--- config.mk ---
export PLATFORM = sky130hd
export DESIGN_NAME = cache_controller
export DESIGN_NICKNAME = d
export VERILOG_FILES = /design/src/rtl/cache_controller.sv
export SDC_FILE = /design/constraint.sdc
export NUM_CORES = 1
export LEC_CHECK = 0
export ABC_AREA = 1
export BUFFER_PORTS_ARGS = -buffer_cell sky130_fd_sc_hd__clkbuf_2
export CAP_MARGIN = 20
export CORE_AREA = 3 3 40 42
export DETAILED_ROUTE_END_ITERATION = 12
export DIE_AREA = 0 0 43 45
export GPL_TIMING_DRIVEN = 0
export PLACE_DENSITY_LB_ADDON = 0.15
export SLEW_MARGIN = 10
export SYNTH_ARGS = -nofsm -noshare
export SYNTH_HDL_FRONTEND = slang
export SYNTH_SLANG_ARGS = --single-unit
--- constraint.sdc ---
create_clock -name clk -period 0.93 [get_ports clk]
set_input_delay 0.0465 -clock clk [delete_from_list [all_inputs] [get_ports clk]]
set_output_delay 0.0465 -clock clk [all_outputs]
set_load 0.1 [all_outputs]
--- src/rtl/cache_controller.sv ---
// Control FSM for the data cache: tag-compare, hit service, dirty write-back and
// write-allocate refill, with valid/ready handshakes toward main memory.
module cache_controller (
    input  logic clk,
    input  logic rst,
    input  logic req_valid,
    input  logic req_type,
    input  logic hit,
    input  logic dirty_bit,
    input  logic ready_mem,
    output logic valid_cache,
    input  logic valid_mem,
    output logic ready_cache,
    output logic read_en_mem,
    output logic write_en_mem,
    output logic write_en,
    output logic read_en_cache,
    output logic write_en_cache,
    output logic refill,
    output logic done_cache
);

    typedef enum logic [2:0] {
        IDLE           = 3'd0,
        COMPARE        = 3'd1,
        WRITE_BACK     = 3'd2,
        WRITE_ALLOCATE = 3'd3,
        REFILL_DONE    = 3'd4
    } state_e;

    state_e current_state;
    state_e next_state;
    logic   type_q;
    logic   type_d;

    // NOTE: sequential state uses non-blocking assignments so every register
    // samples the pre-edge values, independent of process ordering.
    always_ff @(posedge clk) begin
        if (rst) begin
            current_state <= IDLE;
            type_q        <= 1'b0;
        end else begin
            current_state <= next_state;
            type_q        <= type_d;
        end
    end

    // NOTE: every output and next-state signal gets a default before the case,
    // so no path leaves a value unassigned and no latch is inferred.
    always_comb begin
        next_state     = current_state;
        type_d         = type_q;
        valid_cache    = 1'b0;
        ready_cache    = 1'b0;
        read_en_mem    = 1'b0;
        write_en_mem   = 1'b0;
        write_en       = 1'b0;
        read_en_cache  = 1'b0;
        write_en_cache = 1'b0;
        refill         = 1'b0;
        done_cache     = 1'b0;

        case (current_state)
            IDLE: begin
                if (req_valid) begin
                    type_d     = req_type;
                    next_state = COMPARE;
                end
            end

            COMPARE: begin
                if (hit) begin
                    done_cache = 1'b1;
                    next_state = IDLE;
                    if (type_q) begin
                        write_en_cache = 1'b1;
                        write_en       = 1'b1;
                    end else begin
                        read_en_cache = 1'b1;
                    end
                end else if (dirty_bit) begin
                    next_state = WRITE_BACK;
                end else begin
                    next_state = WRITE_ALLOCATE;
                end
            end

            // Victim line is read out while the block is offered to memory.
            WRITE_BACK: begin
                write_en_mem  = 1'b1;
                valid_cache   = 1'b1;
                read_en_cache = 1'b1;
                if (ready_mem) begin
                    next_state = WRITE_ALLOCATE;
                end
            end

            WRITE_ALLOCATE: begin
                read_en_mem = 1'b1;
                ready_cache = 1'b1;
                if (valid_mem) begin
                    next_state = REFILL_DONE;
                end
            end

            // Write misses merge the store data into the freshly loaded line.
            REFILL_DONE: begin
                refill         = 1'b1;
                write_en_cache = 1'b1;
                write_en       = type_q;
                done_cache     = 1'b1;
                next_state     = IDLE;
            end

            default: begin
                next_state = IDLE;
            end
        endcase
    end

    a_done_single_pulse : assert property (
        @(posedge clk) disable iff (rst) done_cache |=> !done_cache
    );

    a_valid_cache_held : assert property (
        @(posedge clk) disable iff (rst) (valid_cache && !ready_mem) |=> valid_cache
    );

endmodule

## Word level (Yosys, flattened, before mapping)

Index checks and enable logic that the tools add are counted.

| storage, ports and cells | value |
|---|---|
| register bits | 4 |
| input bits | 8 |

| operators by class | value |
|---|---|
| equality and inequality tests | 7 |
| muxes and demuxes | 18 |
| reduce and logical (&&, ||, !) cells | 3 |

Operators with widths:

| operator | count |
|---|---|
| $pmux 3 s4 | 1 |
| $mux 1 | 9 |
| $mux 3 | 3 |
| $pmux 1 s2 | 4 |
| $eq 3x2->1 const B | 2 |
| $ne 2x2->1 const B | 3 |
| $eq 3x1->1 const B | 1 |
| $eq 3x3->1 const B | 1 |
| $logic_not 3->1 | 1 |
| $reduce_and 3->1 | 1 |
| $mux 2 | 1 |
| $reduce_and 2->1 | 1 |

## Longest topological paths before layout

Gate-level depths: netlist of run 1.

| logic depth | value |
|---|---|
| depth after elaboration | 3 |
| depth in mapped cells | 6 |

## Least setup slack after synthesis of run 1

Ideal clock, no wire load.

| path | value |
|---|---|
| kind | register to output |
| start | reg current_state[1] |
| end | out read_en_cache |
| data arrival time | 2.819 ns |
| path slack | -1.935 ns |
| cell stages (with the launch flop) | 4 |
| path through | dfxtp_1 > nor2_2 > nand2_2 > o31ai_1 |

| on the way | value |
|---|---|
| longest elaborated chain between the ends | 2 |

RTL lines:

| what | RTL line | source |
|---|---|---|
| start: declaration | 31 | `state_e current_state;` |
| start signal: assignment | 43 | `current_state <= next_state;` |
| $eq 3x2->1 / $eq 3x1->1 (equally long branches) | 63 | `case (current_state)` |
| $pmux 1 s2 (*) | 63 |  |
| end: declaration | 17 | `output logic read_en_cache,` |

Mark *: on every way between the ends. The rest lies on a longest branch, timed or not.

## Worst setup path in the final report of run 1

| path | value |
|---|---|
| start | reg current_state[1] |
| end | out write_en_cache |

| on the way | value |
|---|---|
| longest elaborated chain between the ends | 2 |

RTL lines:

| what | RTL line | source |
|---|---|---|
| $eq 3x3->1 / $eq 3x1->1 (equally long branches) | 63 |  |
| $pmux 1 s2 (*) | 63 |  |
| end: declaration | 18 | `output logic write_en_cache,` |

Marked as above.

==> results of run 1 <==
==> repair_timing <==
action | in CTS | in global routing
endpoints found under the hold margin | 1 | 0
buffers inserted | 5 | 2
pin swaps | 3 | 4
resized for setup | 43 | 6
hold buffers | 1 | 0
endpoints found under the setup margin | 13 | 13
==> metal layers <==
layer | vias up | global-route usage
li1 | 199 | -
met2 | 8 | 0.204
met4 | 0 | 0.0181
met3 | 0 | 0.0478
met5 | - | 0
met1 | 170 | 0.111
==> stage by stage <==
step	setup slack [ps]	total power, mW	instance area (um2)
2_1_floorplan	-993	0.775	348
3_3_place_gp	-541	0.858	447
3_5_place_dp	-532	0.858	447
4_1_cts	-463	1.35	744
5_1_grt	-539	1.50	796
6_report	-476	1.42	796
==> registers in the layout (all words and copies together) (netlist names) <==
register / cells
type_q: 1
current_state: 3
==> worst paths after layout <==
check / start / end / slack [ps] / cells past startpoint
worst max-delay path: current_state[1] / write_en_cache / -480 / 6
worst min-delay path: valid_mem / current_state[2] / 60 / 3
worst max register to register: current_state[1] / current_state[0] / -200 / 8
worst min register to register: type_q / type_q / 630 / 2
==> layout by cell type (no fill, tap or decap) <==
cell / count
dfxtp_4: 3
nor2_4: 4
buf_12: 2
o21ai_2: 1
o21ai_4: 1
a21oi_4: 1
a21oi_1: 1
nand3_4: 1
inv_1: 7
clkbuf_4: 3
nand3_2: 3
nand2_2: 1
dfxtp_1: 1
buf_6: 3
nor2_1: 6
nand2_1: 3
clkbuf_2: 7
buf_4: 5
nand2_4: 3
o31ai_4: 1
clkinvlp_4: 2
nand3_1: 1
nor2_2: 1
dlygate4sd3_1: 1
o21ai_0: 2
clkbuf_16: 8
nand4_1: 1
inv_2: 1
==> worst max-delay path, cell delays in order, from the launching register on <==
cell and delay [ps]:
dfxtp_4 350, nor2_4 130, nand2_4 80, o21ai_4 140
inv_2 80, a21oi_4 130, clkbuf_16 220
==> logic make-up after synthesis <==
family | count (synthesis)
compound gates | 7
buf+inv | 12
flops | 4
simple gates | 24
==> cell type report <==
| type | instances | area [um2] | share of cell area |
|---|---|---|---|
| Tap cell | 15 | 18.8 | 0.0236 |
| Inverter | 10 | 45.0 | 0.0566 |
| Timing Repair Buffer | 24 | 338 | 0.425 |
| Sequential cell | 4 | 91.3 | 0.115 |
| Multi-Input combinational cell | 31 | 262 | 0.329 |
| Buffer | 2 | 18.8 | 0.0236 |
| Clock buffer | 3 | 22.5 | 0.0283 |
==> where the power goes <==
part	internal (mW)	switching, mW	leakage (nW)	total [mW]
registers	0.202	0.0451	0.0350	0.247
logic	0.391	0.569	0.305	0.961
clock network	0.144	0.0694	0.0138	0.214
==> key figures, run 1 <==
Run status
  • Status: complete, but fails checks
  • Failing checks: setup timing

Worst setup path
  • Worst setup SP type: register
  • WS Path Type: register to primary output
  • Critical Path RT: 880 ps
  • Arrival time at the worst endpoint: 1360 ps
  • CP Capture Type: primary output
  • CP Max Fanout: 3

Clock network
  • Clock Path Buffers: 2
  • H-tree depth: 1
  • # clock sinks: 4
  • CTS buffer count: 3
  • Clock-pin slew on the worst setup and hold paths: 40 ps
  • CTS tree: built
  • Clk Tree Root Cell: clkbuf_4
  • Skew-Pair Late Insertion Delay: 230 ps

Synthesis
  • Sequential share of the synthesized area: 0.275
  • Post-synth top area cell: dfxtp_1
  • #FFs+latches synth: 4
  • Number of enable flip-flop cells after synthesis: 0
  • Async SR Flop Fraction: 0
  • Complex-gate fraction of the synthesized area: 0.155
  • Post-synthesis cell area: 292 um2
  • Synth unique cells: 17
  • Top-count cell post-synth: inv_1
  • Post-Syn Nets: 55
  • Cell count after synthesis: between 40 and 50
  • Commonest cells post-synth: inv_1, nor2_1, nand2_1
  • Main area contributors after synthesis: dfxtp_1, inv_1, nor2_1
  • Syn Area/Cell: approximately 6.2 um2
  • Synth Area in Simple Gates: 0.391
  • Fraction of the mapped netlist area in adder cells: 0
  • Xor/xnor share of the synthesized area: 0
  • Largest family of logic cells by synthesized area: simple AND/OR/NAND/NOR gates
  • Multiplexer share of the synthesized area: 0
  • Post-synth top area share: 0.275
  • Ys flop type: dfxtp_1
  • Synth warn: 0

Global route
  • First-pass GRT wire length: 1.50 mm
  • Largest net degree at the start of global routing: 7
  • Initial antenna violation count: 0
  • GRT overflow: 0
  • Total Routing Usage GR: 0.108
  • Number of global-route vias before repair: 350

Timing
  • Fin. max-slew vios: 0
  • Fin crit share: 1.51
  • Fmax: 711 MHz
  • Final setup TNS: -3960 ps
  • Final critical-path required period: 1410 ps
  • Setup violations, final: 13
  • Final hold vios: 0
  • Hold WS: 63.8 ps
  • Clock Skews: 4.75 ps
  • Final WS setup: -476 ps
  • Setup repair after global routing missed its margin: yes
  • Max transition margin: 0.866
  • Measured slew at the worst slew-check pin: ~200 ps

Floorplan
  • Row count: 13
  • Die Y: 45 um
  • Die span in x: 43 um
  • Area of the die: 1940 um2
  • I/O pin total: 17
  • Core Area: 1280 um2
  • Initial Util: 0.227

Layout
  • Util after Layout: 0.619
  • Antenna diodes: 0
  • Area Overhead vs Synth: 173%
  • Layout cells sized above 1: 0.689
  • Number of fill cells: 114
  • Fin nets: 84
  • Finished Layout Cells: 89

Placed design
  • RD Place Congestion: 0.683
  • HPWL Detailed: about 600 um
  • Placed insts: 78
  • # port buffers: 16

Detailed routing
  • Met3 WL: 42 um
  • Per-cell routed wire length: 11.5 um
  • Vias/cell: 4.24
  • Routed Antenna Nets: 0
  • Vias: approximately 380
  • Met2 routed wirelength: 578 um
  • Iteration-0 DRC Markers: 4
  • DRC Markers: 0
  • Routed WL: 1.02 mm
  • Detailed Routing Iterations Pass 1: 4
  • DRT met1 WL: 400 um
  • Top layer in use: met3

Power
  • Max IR drop VDD: ~0.0012 V
  • Static leakage: 0.354 nW
  • PD cells: 1790 nW/um2

Worst hold path
  • Tightest Hold Check Type: input pin to register

Flow run
  • Max-Cap Viols: 0
No activity file was read; power rests on OpenSTA's default activity.
==> inputs of run 2 (changes only) <==
==> constraint.sdc (replaced) <==
create_clock -name clk -period 0.93 [get_ports clk]
set_input_delay 0.093 -clock clk [delete_from_list [all_inputs] [get_ports clk]]
set_output_delay 0.093 -clock clk [all_outputs]
set_load 0.1 [all_outputs]
==> run 2 against run 1 <==
Against the previous run:
- the run still ends with setup timing left
- critical path depth is the same
- design area shrank 1.3%
- register-to-register slack is essentially flat
- first-iteration DRC count is the same
- fmax shrank 3.2%
- largest power group unchanged
==> key figures, run 2 (same netlist as run 1, synthesis figures left out) <==
Floorplan
  • Row count: 13 (unchanged)
  • Die Y: 45 um (unchanged)
  • Initial Util: 0.227 (unchanged)
  • I/O pin total: 17 (unchanged)
  • Area of the die: 1940 um2 (unchanged)
  • Core Area: 1280 um2 (unchanged)
  • Die span in x: 43 um (unchanged)

Detailed routing
  • Vias/cell: 4.26 (+0.60%)
  • Per-cell routed wire length: 11.5 um (+0.54%)
  • Vias: 375 (-0.53%)
  • Routed WL: 1.01 mm (-0.59%)
  • Routed Antenna Nets: 0 (unchanged)
  • DRC Markers: 0 (unchanged)
  • Top layer in use: met3
  • Iteration-0 DRC Markers: 4 (unchanged)
  • Met3 WL: 42 um (unchanged)
  • Met2 routed wirelength: 577 um (-0.17%)
  • DRT met1 WL: 394 um (-1.5%)
  • Detailed Routing Iterations Pass 1: 4 (unchanged)

Power
  • Max IR drop VDD: 0.00124 V (about the same)
  • PD cells: 1800 nW/um2 (+1.0%)
  • Static leakage: 0.349 nW (-1.2%)

Flow run
  • Max-Cap Viols: 0 (unchanged)

Worst setup path
  • Reg-to-reg critical path startpoint: current_state[1]
  • CP max stage cell: dfxtp_4
  • R2R Setup Slk: -200 ps (about the same)
  • Worst setup SP type: register
  • CP Capture Type: primary output
  • R2R depth: 8 (unchanged)
  • CP Max Fanout: 3 (unchanged)
  • Critical path origin: current_state[1]
  • Largest stage delay on the critical path: 350 ps (about the same)
  • Cell family with most CP delay: flip-flops
  • Worst Path Buf+Inv: 2 (unchanged)
  • Arrival time at the worst endpoint: 1360 ps (about the same)
  • Worst path cell trace: nor2_4, nand2_4, o21ai_4, inv_2, a21oi_4, clkbuf_16
  • WS Path Type: register to primary output
  • Critical path depth: 6 (unchanged)
  • Critical Path RT: 840 ps (-40 ps)

Timing
  • Final WS setup: -522 ps (-46.5 ps)
  • Final critical-path required period: 1450 ps (+46.5 ps)
  • Fmax: 689 MHz (-3.2%)
  • Clock Skews: 4.75 ps (unchanged)
  • Fin crit share: 1.56 (+0.0500)
  • Final setup TNS: -4380 ps (-419 ps)
  • Setup violations, final: 13 (unchanged)
  • Fin. max-slew vios: 0 (unchanged)
  • Final hold vios: 0 (unchanged)
  • Measured slew at the worst slew-check pin: 202 ps (unchanged)
  • Setup repair after global routing missed its margin: yes
  • Max transition margin: 0.866 (unchanged)

Global route
  • Number of global-route vias before repair: 347 (-0.86%)
  • First-pass GRT wire length: 1.49 mm (-0.93%)
  • GRT overflow: 0 (unchanged)
  • Total Routing Usage GR: 0.107 (-0.000834)
  • Initial antenna violation count: 0 (unchanged)
  • Largest net degree at the start of global routing: 7 (unchanged)

Layout
  • Finished Layout Cells: 88 (-1.1%)
  • Largest register FFs: 3 (unchanged)
  • Fin nets: 83 (-1.2%)
  • Most frequent cells in the layout: clkbuf_16, inv_1, clkbuf_2, nor2_1, buf_4
  • Most common cell after layout, fill and taps aside: clkbuf_16
  • Antenna diodes: 0 (unchanged)
  • Top Registers: current_state: 3 flops, type_q: 1 flops
  • Util after Layout: 0.611 (-0.00779)
  • Largest reg by FF count: current_state
  • Area Overhead vs Synth: 170%
  • Layout cells sized above 1: 0.699 (+0.00944)

Clock network
  • Clk Tree Root Cell: clkbuf_4
  • Clock Path Buffers: 2 (unchanged)
  • Hold_buf cts: 0 (-1)
  • Clock-pin slew on the worst setup and hold paths: 40 ps (about the same)
  • CTS buffer count: 3 (unchanged)
  • # clock sinks: 4 (unchanged)
  • CTS tree: built
  • Skew-Pair Late Insertion Delay: 230 ps (about the same)
  • H-tree depth: 1 (unchanged)

Placed design
  • HPWL Detailed: 594 um (unchanged)
  • # port buffers: 16 (unchanged)
  • Placed insts: 78 (unchanged)
  • RD Place Congestion: 0.683 (unchanged)
  • Pre-CTS setup slack: -579 ps (-46.5 ps)

Worst hold path
  • Worst hold path depth: 2 (-1)
  • Tightest Hold Check Type: input pin to register
  • HP Start: rst

Run status
  • Status: complete, but fails checks
  • Failing checks: setup timing
[run 2: cell count changes in the layout (fill, tap and decap cells not counted), sizes merged]
cell         delta
dlygate4sd3     -1
[run 2: final timing paths]
kind	end
max reg2reg	current_state[0]
max	write_en_cache
min reg2reg	type_q
min	current_state[2]
[run 2: routing by layer]
metal	global-route usage	vias to the layer above
li1	-	197
met2	0.204	8
met5	0	-
met1	0.109	170
met4	0.0181	0
met3	0.0478	0
[run 2: timing repair]
item / 4_1_cts / 5_1_grt
pin swaps: 3 / 4
setup buffers: 5 / 2
setup endpoints to repair: 13 / 13
resized for setup: 43 / 6
[run 2: per-stage QoR]
stage	instance area, um2	hold WS [ps]	total power, mW
3_5_place_dp	447	272	0.858
3_3_place_gp	447	268	0.858
2_1_floorplan	348	158	0.775
4_1_cts	734	24.7	1.35
5_1_grt	786	41.2	1.50
6_report	786	25.9	1.42
[run 2: area by class of cell]
| cell class | count | area (um2) |
|---|---|---|
| multi-input combinational | 31 | 262 |
| fill | 115 | 499 |
| buffer | 2 | 18.8 |
| tap | 15 | 18.8 |
| timing repair buffer | 23 | 328 |
| inverter | 10 | 45.0 |
| sequential | 4 | 91.3 |
| clock buffer | 3 | 22.5 |
[run 2: power breakdown]
part	internal [mW]	switching [mW]	total (mW)
Clock	0.144	0.0694	0.214
Sequential	0.202	0.0451	0.247
Combinational	0.389	0.569	0.958
Total	0.735	0.683	1.42
